<file path="src/rtl/controller.sv">
// rtl/controller.sv - Multicycle ARM-subset control unit: main FSM, ALU decode, conditional flags logic.
// Optional CMP support is enabled by defining CONTROLLER_CMP_EN.
module controller (
    input  logic         clk,
    input  logic         reset,
    input  logic [31:12] Instr,
    input  logic [3:0]   ALUFlags,
    output logic         PCWrite,
    output logic         MemWrite,
    output logic         RegWrite,
    output logic         IRWrite,
    output logic         AdrSrc,
    output logic [1:0]   RegSrc,
    output logic [1:0]   ALUSrcA,
    output logic [1:0]   ALUSrcB,
    output logic [1:0]   ResultSrc,
    output logic [1:0]   ImmSrc,
    output logic [1:0]   ALUControl
);

    typedef enum logic [3:0] {
        S_FETCH, S_DECODE, S_MEMADR, S_MEMRD, S_MEMWB,
        S_MEMWR, S_EXECR, S_EXECI, S_ALUWB, S_BRANCH
    } state_t;

    state_t     state_q, state_d;
    logic [3:0] flags_q, flags_d;
    logic       cond_ex_r_q, cond_ex_r_d;

    logic [3:0] cond;
    logic [1:0] op;
    logic       funct_i;
    logic [3:0] cmd;
    logic       s_bit;
    logic       unused_rd;

    assign cond      = Instr[31:28];
    assign op        = Instr[27:26];
    assign funct_i   = Instr[25];
    assign cmd       = Instr[24:21];
    assign s_bit     = Instr[20];
    assign unused_rd = ^Instr[19:12];

    logic       next_pc, branch, ir_w, reg_w, mem_w, alu_op;
    logic       adr_src;
    logic [1:0] alu_src_a, alu_src_b, result_src;
    logic [1:0] alu_ctl;
    logic [1:0] flag_w;
    logic       cmd_writes;
    logic       cond_ex;

    always_comb begin
        state_d    = state_q;
        next_pc    = 1'b0;
        branch     = 1'b0;
        ir_w       = 1'b0;
        reg_w      = 1'b0;
        mem_w      = 1'b0;
        alu_op     = 1'b0;
        adr_src    = 1'b0;
        alu_src_a  = 2'b00;
        alu_src_b  = 2'b00;
        result_src = 2'b00;
        case (state_q)
            S_FETCH: begin
                state_d    = S_DECODE;
                next_pc    = 1'b1;
                ir_w       = 1'b1;
                alu_src_a  = 2'b01;
                alu_src_b  = 2'b10;
                result_src = 2'b10;
            end
            S_DECODE: begin
                alu_src_a  = 2'b01;
                alu_src_b  = 2'b10;
                result_src = 2'b10;
                case (op)
                    2'b00:   state_d = funct_i ? S_EXECI : S_EXECR;
                    2'b01:   state_d = S_MEMADR;
                    2'b10:   state_d = S_BRANCH;
                    default: state_d = S_FETCH;
                endcase
            end
            S_MEMADR: begin
                state_d   = s_bit ? S_MEMRD : S_MEMWR;
                alu_src_b = 2'b01;
            end
            S_MEMRD: begin
                state_d = S_MEMWB;
                adr_src = 1'b1;
            end
            S_MEMWB: begin
                state_d    = S_FETCH;
                result_src = 2'b01;
                reg_w      = 1'b1;
            end
            S_MEMWR: begin
                state_d = S_FETCH;
                adr_src = 1'b1;
                mem_w   = 1'b1;
            end
            S_EXECR: begin
                state_d = S_ALUWB;
                alu_op  = 1'b1;
            end
            S_EXECI: begin
                state_d   = S_ALUWB;
                alu_src_b = 2'b01;
                alu_op    = 1'b1;
            end
            S_ALUWB: begin
                state_d = S_FETCH;
                reg_w   = cmd_writes;
            end
            S_BRANCH: begin
                state_d    = S_FETCH;
                alu_src_a  = 2'b10;
                alu_src_b  = 2'b01;
                result_src = 2'b10;
                branch     = 1'b1;
            end
            default: state_d = S_FETCH;
        endcase
    end

    // cmd_writes is decoded independently of ALUOp so ALUWB can suppress NOP/CMP writeback
    always_comb begin
        alu_ctl    = 2'b00;
        flag_w     = 2'b00;
        cmd_writes = 1'b0;
        case (cmd)
            4'b0100: begin alu_ctl = 2'b00; flag_w = {s_bit, s_bit}; cmd_writes = 1'b1; end
            4'b0010: begin alu_ctl = 2'b01; flag_w = {s_bit, s_bit}; cmd_writes = 1'b1; end
            4'b0000: begin alu_ctl = 2'b10; flag_w = {s_bit, 1'b0};  cmd_writes = 1'b1; end
            4'b1100: begin alu_ctl = 2'b11; flag_w = {s_bit, 1'b0};  cmd_writes = 1'b1; end
`ifdef CONTROLLER_CMP_EN
            4'b1010: begin alu_ctl = 2'b01; flag_w = 2'b11;          cmd_writes = 1'b0; end
`else
            4'b1010: begin alu_ctl = 2'b00; flag_w = 2'b00;          cmd_writes = 1'b0; end
`endif
            default: begin alu_ctl = 2'b00; flag_w = 2'b00;          cmd_writes = 1'b0; end
        endcase
        if (!alu_op) begin
            alu_ctl = 2'b00;
            flag_w  = 2'b00;
        end
    end

    always_comb begin
        cond_ex = 1'b0;
        case (cond)
            4'b0000: cond_ex = flags_q[2];
            4'b0001: cond_ex = ~flags_q[2];
            4'b0010: cond_ex = flags_q[1];
            4'b0011: cond_ex = ~flags_q[1];
            4'b0100: cond_ex = flags_q[3];
            4'b0101: cond_ex = ~flags_q[3];
            4'b0110: cond_ex = flags_q[0];
            4'b0111: cond_ex = ~flags_q[0];
            4'b1000: cond_ex = flags_q[1] & ~flags_q[2];
            4'b1001: cond_ex = ~(flags_q[1] & ~flags_q[2]);
            4'b1010: cond_ex = (flags_q[3] == flags_q[0]);
            4'b1011: cond_ex = (flags_q[3] != flags_q[0]);
            4'b1100: cond_ex = ~flags_q[2] & (flags_q[3] == flags_q[0]);
            4'b1101: cond_ex = ~(~flags_q[2] & (flags_q[3] == flags_q[0]));
            4'b1110: cond_ex = 1'b1;
            default: cond_ex = 1'b0;
        endcase
    end

    always_comb begin
        flags_d     = flags_q;
        cond_ex_r_d = cond_ex;
        if (flag_w[1] && cond_ex) flags_d[3:2] = ALUFlags[3:2];
        if (flag_w[0] && cond_ex) flags_d[1:0] = ALUFlags[1:0];
    end

    always_ff @(posedge clk) begin
        if (reset) begin
            state_q     <= S_FETCH;
            flags_q     <= 4'b0000;
            cond_ex_r_q <= 1'b0;
        end else begin
            state_q     <= state_d;
            flags_q     <= flags_d;
            cond_ex_r_q <= cond_ex_r_d;
        end
    end

    assign PCWrite    = ~reset & (next_pc | (branch & cond_ex_r_q));
    assign RegWrite   = ~reset & reg_w & cond_ex_r_q;
    assign MemWrite   = ~reset & mem_w & cond_ex_r_q;
    assign IRWrite    = ~reset & ir_w;
    assign AdrSrc     = adr_src;
    assign ALUSrcA    = alu_src_a;
    assign ALUSrcB    = alu_src_b;
    assign ResultSrc  = result_src;
    assign ALUControl = alu_ctl;
    assign ImmSrc     = op;
    assign RegSrc     = {(op == 2'b01) & ~s_bit, (op == 2'b10)};

endmodule

</file>
<file path="config.mk">
export PLATFORM = sky130hd
export DESIGN_NAME = controller
export DESIGN_NICKNAME = d
export VERILOG_FILES = /design/src/rtl/controller.sv
export SDC_FILE = /design/constraint.sdc
export NUM_CORES = 1
export LEC_CHECK = 0
export ABC_AREA = 1
export CAP_MARGIN = 10
export CORE_ASPECT_RATIO = 1.1
export CORE_UTILIZATION = 43
export CTS_CLUSTER_SIZE = 16
export DETAILED_ROUTE_END_ITERATION = 8
export PLACE_DENSITY = 0.95
export SLEW_MARGIN = 5
export SYNTH_ARGS = -nofsm -noshare
export SYNTH_HDL_FRONTEND = slang
export SYNTH_SLANG_ARGS = --single-unit
</file>
<file path="constraint.sdc">
create_clock -name clk -period 2.7 [get_ports clk]
set_clock_uncertainty 0.15 [all_clocks]
set_input_delay 0.54 -clock clk [delete_from_list [all_inputs] [get_ports clk]]
set_output_delay 0.54 -clock clk [all_outputs]
set_load 0.005 [all_outputs]
</file>
==> flow_metrics.tcl <==
set metrics [dict create \
    netlist_area_um2 858 \
    syn-num-nets 184 \
    path_cells "clkdlybuf4s50_1 -> nor2_2 -> nand2_1 -> a21oi_1 -> clkdlybuf4s50_1" \
    io_pins 43 \
    cp_max_fo 3 \
    dpl.hpwl_um 1840 \
    place_area_um2 1220 \
    postCtsSetupBuffers 0 \
    relSlewSlack_pct 73.9 \
    yosysWarningCount 0 \
    path_clk_slew_ns 0.06 \
    period_share_pct 96.0 \
    crit_path_end_kind "primary output" \
    fin_nets 221 \
    seq_area_um2 180 \
    use_met2_pct 39.2 \
    met1_usage_pct 30.4 \
    grt-ovfl-total 0 \
    cpPeakStageDelay_ns 0.52 \
    cts_buffers 3 \
    synth_cell_types 24 \
    drc_errors 0 \
    r2r-end "flags_q[2]" \
    cap_viol_max_count 0 \
    ys_seq_elements 9 \
    core_area_um2 1820 \
    drtAntennaViolNets 0 \
    path_common_cell "clkdlybuf4s50_1" \
    arrival_ns 1.90 \
    setup_tns_ns 0 \
    drive_above_1_share_pct 9.28 \
    max_freq_mhz 386 \
    cpMaxStageDelayCell "clkdlybuf4s50_1" \
    hp-start "flags_q[1]" \
    groute.usage.overall_pct 23.9 \
    timing.rr.start "state_q[1]" \
    grt_first_pass_wirelength_um 3950 \
    crit_family "buffers and inverters" \
    synth_cells 158 \
    async_flop_share_pct 0 \
    globalRouteMet3Util_pct 5.56 \
    wl_per_cell_um 10.7 \
    num_rows 16 \
    p_leak_nw 0.602 \
    ys_seq_area_share_pct 21.0 \
    critPathBufInv 2 \
    drt_wl_total_um 2360 \
    holdPathStages 2 \
    rsz0062_at_grt "false" \
    drt_iter0_drc 29 \
    rr_worst_depth 5 \
    yosysTopAreaCellShare_pct 21.0 \
    fp.dieW_um 44.6 \
    crit_required_ns 2.01 \
    grt.busiest_layer "met2" \
    min_period_ns 2.59 \
    firstDrtPassIters 4 \
    dp_cells 217 \
    synth_flop_cell "dfxtp_1" \
    synth.avg_cell_area_um2 5.43 \
    hold_class "reg2reg" \
    diodes 0 \
    vias 1100 \
    gp_congestion 0.936 \
    initial_utilization_pct 47.1 \
    synth_top_area_cell "dfxtp_1" \
    peakVddDrop_v 0.000217 \
    status "finished, final reports clean" \
    port_buffers 34 \
    synthTopCellsByArea "dfxtp_1 21%, nand2_1 17%, nor2_1 14%" \
    clockBufferDepth 2 \
    rrSetupSlack_ns 1.13 \
    clkSinkCount 9 \
    cts_root_buf "clkbuf_4" \
    grt_pass1_vias 914 \
    power_density_nw_per_um2 310 \
    dieHeight_um 48.9 \
    grt_max_degree 14 \
    multi_input_area_um2 574 \
    avgViaCountPerCell 4.98 \
    layout-area-overhead-vs-synth_pct 48.0 \
    critPathLaunchType "input port" \
    maxSlewViolCount 0 \
    fill_cells 154 \
    crit_cells 5 \
    synth_edf_count 0 \
    design_area_um2 1270 \
    tightest_slew_ns 0.391 \
    stdcell_count 221 \
    antenna_found_initial 0 \
    hold_violations 0 \
    cts_tree "done" \
    path_class "in2out" \
    setup_viol 0 \
    clk_latency_ns 0.27 \
    hold_end "flags_q[1]" \
    die_area_um2 2180 \
    htree_levels 1 \
]
synthesized netlist by cell type, types with 2 or more instances:
master,number
inv_1,24
nand2_1,38
nor2_4,2
nor2_1,32
buf_4,2
o21ai_0,2
nor4_1,2
dfxtp_1,9
nand3_1,23
inv_2,2
a21oi_1,8
nand4_1,2
per-layer routing:
layer	wire length (um)	vias up
li1	-	576
met1	1030	489
met2	1220	30
met3	89	5
met4	21	0
met5	0	-
worst max-delay path by stage:
stage	to	startpoint
final	ALUControl[0]	Instr[23]
after global routing	ALUControl[0]	Instr[23]
after CTS	RegWrite	Instr[22]
after detailed placement	RegWrite	Instr[22]
after global placement	RegWrite	Instr[22]
after floorplan	RegWrite	Instr[22]
what timing repair did:
item	4_1_cts	5_1_grt
gates resized for setup	2	9
hold endpoints to repair	0	0
setup endpoints to repair	1	3
hold buffers	0	0
pin swaps	0	1
cloned	0	0
stage by stage:
step / setup slack, ns / total power [mW] / hold WS (ns) / utilization [%]
2_1_floorplan: 0.755 / 0.214 / 0.346 / -
3_3_place_gp: -0.225 / 0.281 / 0.381 / 67.2
3_5_place_dp: -0.305 / 0.286 / 0.395 / 67.2
4_1_cts: 0.0170 / 0.392 / 0.403 / 68.7
5_1_grt: 0.0128 / 0.420 / 0.451 / 69.7
6_report: 0.108 / 0.393 / 0.399 / 69.7
cell families (layout without fill, tap and decap cells):
| family | Yosys count | count (layout) | share of synthesized area, % |
|---|---|---|---|
| compound gates | 15 | 15 | 9.77 |
| buf+inv | 30 | 66 | 14.1 |
| flops | 9 | 9 | 21.0 |
| simple gates | 104 | 104 | 55.1 |
report_power, final:
| group | switching [mW] | internal, mW | total [mW] |
|---|---|---|---|
| Clock | 0.0487 | 0.0571 | 0.106 |
| Sequential | 0.00739 | 0.138 | 0.146 |
| Combinational | 0.0694 | 0.0723 | 0.142 |
tightest hold or removal path, cell delays in order, from the launching register on:
cell and delay [ns]:
dfxtp_1 0.34, a21oi_1 0.12, nor2_1 0.05
sequential cells by signal, summed over array words and instances, names as in the netlist:
name	flops
cond_ex_r_q	1
flags_q	4
state_q	4
cell usage in the layout (no fill, tap or decap), types with 3 or more instances in the layout:
| cell type | count |
|---|---|
| nand2_1 | 38 |
| clkdlybuf4s50_1 | 30 |
| nor2_1 | 29 |
| inv_1 | 24 |
| nand3_1 | 22 |
| dfxtp_1 | 9 |
| a21oi_1 | 8 |
| nor2_4 | 3 |
| nor2_2 | 3 |
| clkbuf_4 | 3 |
| dlymetal6s2s_1 | 3 |
layout make-up:
| type | instances | share of cell area (%) |
|---|---|---|
| multi-input cells | 119 | 45.2 |
| repair buffers | 36 | 28.2 |
| flip-flops and latches | 9 | 14.2 |
| inverters | 26 | 7.68 |
| well taps | 27 | 2.66 |
| clock buffers | 4 | 2.07 |
Note: power is estimated with default switching activity, not from simulation.
